**src/rtl/pod_line_packer_pkg.sv**
```systemverilog
// Shared pod NoC sizing and lane helpers.
// Used by the line packer, pod memory and the unpacker.
package pod_noc_pkg;

    localparam int D_W        = 64;
    localparam int OFFCHIP_DW = 512;
    localparam int ADDR_W     = 14;
    localparam int RATIO      = OFFCHIP_DW / D_W;
    localparam int CNT_W      = $clog2(RATIO) + 1;
    localparam int LANE_W     = $clog2(RATIO);
    localparam int OFF_W      = $clog2(OFFCHIP_DW);

    // Bit offset of lane k inside a line.
    function automatic logic [OFF_W-1:0] lane_sel(
        input logic [LANE_W-1:0] k
    );
        return OFF_W'(k) * OFF_W'(D_W);
    endfunction

    // Mask with the lowest n lanes set.
    function automatic logic [RATIO-1:0] mask_of(
        input logic [CNT_W-1:0] n
    );
        logic [RATIO-1:0] m;
        m = '0;
        for (int i = 0; i < RATIO; i++) begin
            m[i] = (i < int'(n));
        end
        return m;
    endfunction

endpackage

```
**src/rtl/pod_line_packer_if.sv**
```systemverilog
// Beat input and line output handshake bundle.
// Master is the upstream feeder side; slave is the packer.
interface pod_line_packer_if;
    import pod_noc_pkg::*;

    logic                  in_valid;
    logic                  in_ready;
    logic [ADDR_W-1:0]     in_addr;
    logic [D_W-1:0]        in_data;
    logic                  in_last;
    logic                  out_valid;
    logic                  out_ready;
    logic [ADDR_W-1:0]     out_addr;
    logic [OFFCHIP_DW-1:0] out_data;
    logic [RATIO-1:0]      out_mask;

    modport master (
        output in_valid, in_addr, in_data, in_last, out_ready,
        input  in_ready, out_valid, out_addr, out_data, out_mask
    );

    modport slave (
        input  in_valid, in_addr, in_data, in_last, out_ready,
        output in_ready, out_valid, out_addr, out_data, out_mask
    );

endinterface

```
**src/rtl/pod_line_oreg.sv**
```systemverilog
// Output holding register for packed lines.
// Loads only when free, holds while stalled.
module pod_line_oreg
    import pod_noc_pkg::*;
(
    input  logic                  clk,
    input  logic                  rst,
    input  logic                  load,
    input  logic [OFFCHIP_DW-1:0] ld_data,
    input  logic [ADDR_W-1:0]     ld_addr,
    input  logic [RATIO-1:0]      ld_mask,
    input  logic                  ready,
    output logic                  valid,
    output logic [OFFCHIP_DW-1:0] data,
    output logic [ADDR_W-1:0]     addr,
    output logic [RATIO-1:0]      mask
);

    // Capture a new line, or drop valid once it is taken.
    always_ff @(posedge clk or posedge rst) begin
        if (rst) begin
            valid <= 1'b0;
            data  <= '0;
            addr  <= '0;
            mask  <= '0;
        end else if (load) begin
            valid <= 1'b1;
            data  <= ld_data;
            addr  <= ld_addr;
            mask  <= ld_mask;
        end else if (ready) begin
            valid <= 1'b0;
        end
    end

endmodule

```
**src/rtl/pod_line_packer.sv**
```systemverilog
// Packs contiguous-address beats into one off-chip line.
// Discontinuity, a full line or in_last closes the line.
module pod_line_packer
    import pod_noc_pkg::*;
(
    input  logic             clk,
    input  logic             rst,
    pod_line_packer_if.slave bus
);

    logic [OFFCHIP_DW-1:0] asm_data, nxt_data, merged;
    logic [ADDR_W-1:0]     asm_addr, nxt_addr, base;
    logic [CNT_W-1:0]      asm_cnt, nxt_cnt;
    logic [ADDR_W-1:0]     exp_addr;
    logic                  empty, contig, acc, free;
    logic                  ld;
    logic [OFFCHIP_DW-1:0] ld_data;
    logic [ADDR_W-1:0]     ld_addr;
    logic [RATIO-1:0]      ld_mask;
    logic                  o_valid;
    logic [OFFCHIP_DW-1:0] o_data;
    logic [ADDR_W-1:0]     o_addr;
    logic [RATIO-1:0]      o_mask;

    assign free         = !o_valid || bus.out_ready;
    assign bus.in_ready = free && !rst;
    assign acc          = bus.in_valid && bus.in_ready;
    assign exp_addr     = asm_addr + ADDR_W'(asm_cnt);
    assign empty        = (asm_cnt == '0);
    assign contig       = !empty && (bus.in_addr == exp_addr);

    // Next assembly state and the line handed to the output register.
    always_comb begin
        nxt_data = asm_data;
        nxt_addr = asm_addr;
        nxt_cnt  = asm_cnt;
        ld       = 1'b0;
        ld_data  = asm_data;
        ld_addr  = asm_addr;
        ld_mask  = mask_of(asm_cnt);
        merged   = asm_data;
        merged[lane_sel(asm_cnt[LANE_W-1:0]) +: D_W] = bus.in_data;
        base     = empty ? bus.in_addr : asm_addr;
        if (acc) begin
            if (empty || contig) begin
                if (bus.in_last || asm_cnt == CNT_W'(RATIO - 1)) begin
                    ld       = 1'b1;
                    ld_data  = merged;
                    ld_addr  = base;
                    ld_mask  = mask_of(asm_cnt + CNT_W'(1));
                    nxt_data = '0;
                    nxt_addr = base;
                    nxt_cnt  = '0;
                end else begin
                    nxt_data = merged;
                    nxt_addr = base;
                    nxt_cnt  = asm_cnt + CNT_W'(1);
                end
            end else begin
                ld       = 1'b1;
                nxt_data = '0;
                nxt_data[D_W-1:0] = bus.in_data;
                nxt_addr = bus.in_addr;
                nxt_cnt  = CNT_W'(1);
            end
        end
    end

    // Assembly buffer registers; reset discards any partial line.
    always_ff @(posedge clk or posedge rst) begin
        if (rst) begin
            asm_data <= '0;
            asm_addr <= '0;
            asm_cnt  <= '0;
        end else begin
            asm_data <= nxt_data;
            asm_addr <= nxt_addr;
            asm_cnt  <= nxt_cnt;
        end
    end

    pod_line_oreg u_oreg (
        .clk     (clk),
        .rst     (rst),
        .load    (ld),
        .ld_data (ld_data),
        .ld_addr (ld_addr),
        .ld_mask (ld_mask),
        .ready   (bus.out_ready),
        .valid   (o_valid),
        .data    (o_data),
        .addr    (o_addr),
        .mask    (o_mask)
    );

    assign bus.out_valid = o_valid;
    assign bus.out_data  = o_data;
    assign bus.out_addr  = o_addr;
    assign bus.out_mask  = o_mask;

endmodule

```
**src/flat_wrapper.sv**
```systemverilog
// flat-port wrapper written by rule: the top's interface ports become plain ports
module pod_line_packer_flat import pod_noc_pkg::*;
  (clk, rst, bus_in_valid, bus_in_addr, bus_in_data, bus_in_last, bus_out_ready, bus_in_ready, bus_out_valid, bus_out_addr, bus_out_data, bus_out_mask);
  pod_line_packer_if bus_i ();
  input  logic clk;
  input  logic rst;
  input wire logic [$bits(bus_i.in_valid)-1:0] bus_in_valid;
  input wire logic [$bits(bus_i.in_addr)-1:0] bus_in_addr;
  input wire logic [$bits(bus_i.in_data)-1:0] bus_in_data;
  input wire logic [$bits(bus_i.in_last)-1:0] bus_in_last;
  input wire logic [$bits(bus_i.out_ready)-1:0] bus_out_ready;
  output wire logic [$bits(bus_i.in_ready)-1:0] bus_in_ready;
  output wire logic [$bits(bus_i.out_valid)-1:0] bus_out_valid;
  output wire logic [$bits(bus_i.out_addr)-1:0] bus_out_addr;
  output wire logic [$bits(bus_i.out_data)-1:0] bus_out_data;
  output wire logic [$bits(bus_i.out_mask)-1:0] bus_out_mask;
  assign bus_i.in_valid = bus_in_valid;
  assign bus_i.in_addr = bus_in_addr;
  assign bus_i.in_data = bus_in_data;
  assign bus_i.in_last = bus_in_last;
  assign bus_i.out_ready = bus_out_ready;
  assign bus_in_ready = bus_i.in_ready;
  assign bus_out_valid = bus_i.out_valid;
  assign bus_out_addr = bus_i.out_addr;
  assign bus_out_data = bus_i.out_data;
  assign bus_out_mask = bus_i.out_mask;
  pod_line_packer u_core (.clk(clk), .rst(rst), .bus(bus_i));
endmodule
```
**config.mk**
```make
export PLATFORM = sky130hd
export DESIGN_NAME = pod_line_packer_flat
export DESIGN_NICKNAME = d
export VERILOG_FILES = /design/src/rtl/pod_line_packer_pkg.sv /design/src/rtl/pod_line_packer_if.sv /design/src/rtl/pod_line_oreg.sv /design/src/rtl/pod_line_packer.sv /design/src/flat_wrapper.sv
export SDC_FILE = /design/constraint.sdc
export NUM_CORES = 2
export LEC_CHECK = 0
export BUFFER_PORTS_ARGS = -buffer_cell sky130_fd_sc_hd__buf_2
export CAP_MARGIN = 20
export CORE_MARGIN = 2
export CORE_UTILIZATION = 55
export CTS_CLUSTER_SIZE = 24
export DETAILED_ROUTE_END_ITERATION = 6
export PLACE_DENSITY_LB_ADDON = 0.05
export SETUP_SLACK_MARGIN = 0.05
export SYNTH_ARGS = -nofsm -noshare
export SYNTH_HDL_FRONTEND = slang
export SYNTH_HIERARCHICAL = 1
export SYNTH_SLANG_ARGS = --single-unit
```
**constraint.sdc**
```tcl
create_clock -name clk -period 32.4 [get_ports clk]
set_input_delay 6.48 -clock clk [delete_from_list [all_inputs] [get_ports clk]]
set_output_delay 6.48 -clock clk [all_outputs]
set_load 0.01 [all_outputs]
```
==> results.ini <==
[synthesis]
synth_top_family_by_area=multiplexers
synth_seq_area_share_pct=55.42
synth_edf_count=0
syn_area_um2=48090
yosysWarnings=6
syn_nets=3774
syn_inst=3681
synthFlopType=dfrtp_1
synth_mux_area_share_pct=27.22
synth_xor_area_share_pct=0.3461
avgSynthCellArea_um2=13.06
ys_async_sr_fraction_pct=100.0
yosys.area_share.simple_pct=1.478
ys_ff_latch=1065
synthAdderAreaFrac_pct=0.2758
ys_types=58
synth_compound_area_share_pct=8.615

[placement]
numPortBuffers=618
place_ws_ps=18160
placedCellCount=5212
dpl_cell_area_um2=51900
place_congestion=0.8144
hpwl_um=90270

[critical_path]
worst-path-stages=4
arrival_ps=7660
r2r_start=u_core/asm_cnt[0]
cpLargestDelayFamily=buffers and inverters
crit_start=rst
reg2regPathDepth=14
critical_path_peak_fanout=125
critPathLaunchType=input pin
crit_top_cell=buf_2
cpPeakStageDelay_ps=620
criticalPathCategory=input pin to primary output
critical_path.endpoint=bus_in_ready
crit_chain=buf_2 > inv_8 > o21a_1 > buf_2
r2r-end=u_core/u_oreg/data[108]
ff2ff_setup_slack_ps=25410
crit_required_ps=25920
critPathSlowestCell=inv_8
end_kind=primary output
critPathBufInv=3

[timing]
finalSetupViolations=0
timing.final.crit_period_ps=14140
max_freq_mhz=70.72
relSlewSlack_pct=20.49
tightest_slew_ps=1187
finalCritPeriodShare_pct=43.64
rsz0062_at_grt=no
whs_ps=486.4
drv_slew=0
tns_ps=0
fin_skew_ps=23.25
setup_ws_ps=18260
finalHoldViolCount=0

[global_route]
grt_max_degree=172
antenna_found_initial=6
grt_first_pass_wirelength_um=220600
grt_pass1_vias=33023
grt_usage_pct=32.87
grt_overflow=0

[clock_tree]
postCtsSetupRepairBufs=0
cts_root_buf=clkbuf_16
cts_made_buffers=111
clkLatencyLatePin_ps=690
cts-hold-fix-buffers=0
cts_tree=yes
cts.sinks=1065
clkTransAtPathRegs_ps=60
clock_path_buffers=3
cts_resized=0
htreeDepth=3

[routing]
drt_first_pass_iters=5
vias=32287
viasPerCell=5.950
ant_nets=0
wl_per_cell_um=27.44
first_iter_violations=2589
route.detailed.drc=0
drt-total-wl_um=148900

[cells_and_area]
drive_gt1_share_pct=46.36
finish.utilization_pct=64.27
final_common_cell=dfrtp_1
final_cell_mix=1065 x dfrtp_1, 802 x mux2_2, 618 x buf_2
nNetsFinal=4264
instances_no_fill=5426
final_area_um2=55750
area_growth_pct=15.95

[floorplanning]
die-height_um=299.7
fp.coreArea_um2=86750
dieArea_um2=89810
num_rows=108
initial_core_util_pct=55.43
io_pins=619
die-width_um=299.7

[power]
power_density_nw_per_um2=53.86
p_leak_nw=28.24
power.total_mw=3.003
ir_drop_uv=50.27

[worst_hold_path]
min_path_type=flip-flop to flip-flop

[outcome]
status=finished, final reports clean

[flow_run]
cap_violations=0

[logic make-up (layout without fill, tap and decap cells)]
logic type                 count (synthesis)  after routing
muxes                                   1075           1075
DFF                                     1065           1065
buffers and inverters                    767           1353
AOI/OAI and AO/OA                        596            596
and+or+nand+nor                          149            149
xor gates and xnor gates                  19             19
adders and majority gates                 10             10
other                                      0              4
[registers in the layout, summed over array words and instances, names as in the netlist]
name,flops
u_core/asm_addr,14
u_core/asm_cnt,4
u_core/asm_data,512
u_core/u_oreg/addr,14
u_core/u_oreg/data,512
u_core/u_oreg/mask,8
u_core/u_oreg/valid,1
[per-layer routing]
layer	up-vias	global-route usage (%)	wire [um]
met5	-	0	7
met4	2	11.50	5081
met3	249	5.748	9775
met2	1168	52.22	70230
met1	16872	45.82	63810
li1	13996	-	-
[synth_stat cells (2+ instances only)]
| master | count | area (um^2) |
|---|---|---|
| a211o_1 | 2 | 17.52 |
| a211oi_1 | 2 | 15.01 |
| a21boi_0 | 2 | 15.01 |
| a21o_1 | 5 | 37.54 |
| a21oi_1 | 18 | 90.09 |
| a32o_1 | 64 | 640.6 |
| and2_1 | 5 | 31.28 |
| and3_1 | 6 | 37.54 |
| buf_1 | 68 | 255.2 |
| buf_2 | 64 | 320.3 |
| buf_6 | 31 | 349.1 |
| clkbuf_1 | 142 | 533.0 |
| dfrtp_1 | 1065 | 26650 |
| ha_1 | 9 | 112.6 |
| inv_1 | 461 | 1730 |
| mux2_1 | 6 | 67.56 |
| mux2_2 | 802 | 9031 |
| mux2_4 | 263 | 3949 |
| mux2i_1 | 4 | 40.04 |
| nand2_1 | 78 | 292.8 |
| nand2b_1 | 3 | 18.77 |
| nand3_1 | 9 | 45.04 |
| nand4_1 | 4 | 25.02 |
| nor2_1 | 12 | 45.04 |
| nor3_1 | 11 | 55.05 |
| nor3b_1 | 2 | 15.01 |
| nor4_1 | 11 | 68.82 |
| nor4b_1 | 2 | 17.52 |
| o211ai_1 | 6 | 45.04 |
| o211ai_2 | 9 | 112.6 |
| o211ai_4 | 4 | 85.08 |
| o21ai_0 | 9 | 45.04 |
| o221ai_1 | 2 | 17.52 |
| o22ai_1 | 451 | 2821 |
| o31ai_1 | 8 | 60.06 |
| or4_1 | 2 | 15.01 |
| xnor2_1 | 8 | 70.07 |
| xor2_1 | 11 | 96.34 |
[power by group]
part | internal, mW | switching (mW) | total, mW
sequential | 1.37 | 0.0313 | 1.41
combinational | 0.0977 | 0.170 | 0.267
clock | 0.781 | 0.549 | 1.33
total | 2.25 | 0.750 | 3.00
[final cells by class]
| class | count | area [um^2] |
|---|---|---|
| fillers | 6898 | 31000 |
| flip-flops and latches | 1065 | 26650 |
| multi-input cells | 1849 | 18440 |
| repair buffers | 683 | 3635 |
| clock buffers | 153 | 3249 |
| inverters | 461 | 1745 |
| well taps | 1155 | 1445 |
| clock inverters | 56 | 584.3 |
| diodes | 4 | 10.01 |
[how the worst min path moves through the flow]
stage | start | to | slack (ps) | cells past startpoint
after floorplan | u_core/asm_data[0] | u_core/asm_data[0] | 460 | 1
after global placement | u_core/asm_data[10] | u_core/asm_data[10] | 470 | 1
after detailed placement | u_core/asm_data[49] | u_core/asm_data[49] | 480 | 1
after CTS | u_core/asm_data[36] | u_core/asm_data[36] | 490 | 1
after global routing | u_core/asm_data[33] | u_core/asm_data[33] | 500 | 1
final | u_core/asm_data[34] | u_core/asm_data[34] | 490 | 1
No activity file was read; power rests on OpenSTA's default activity.
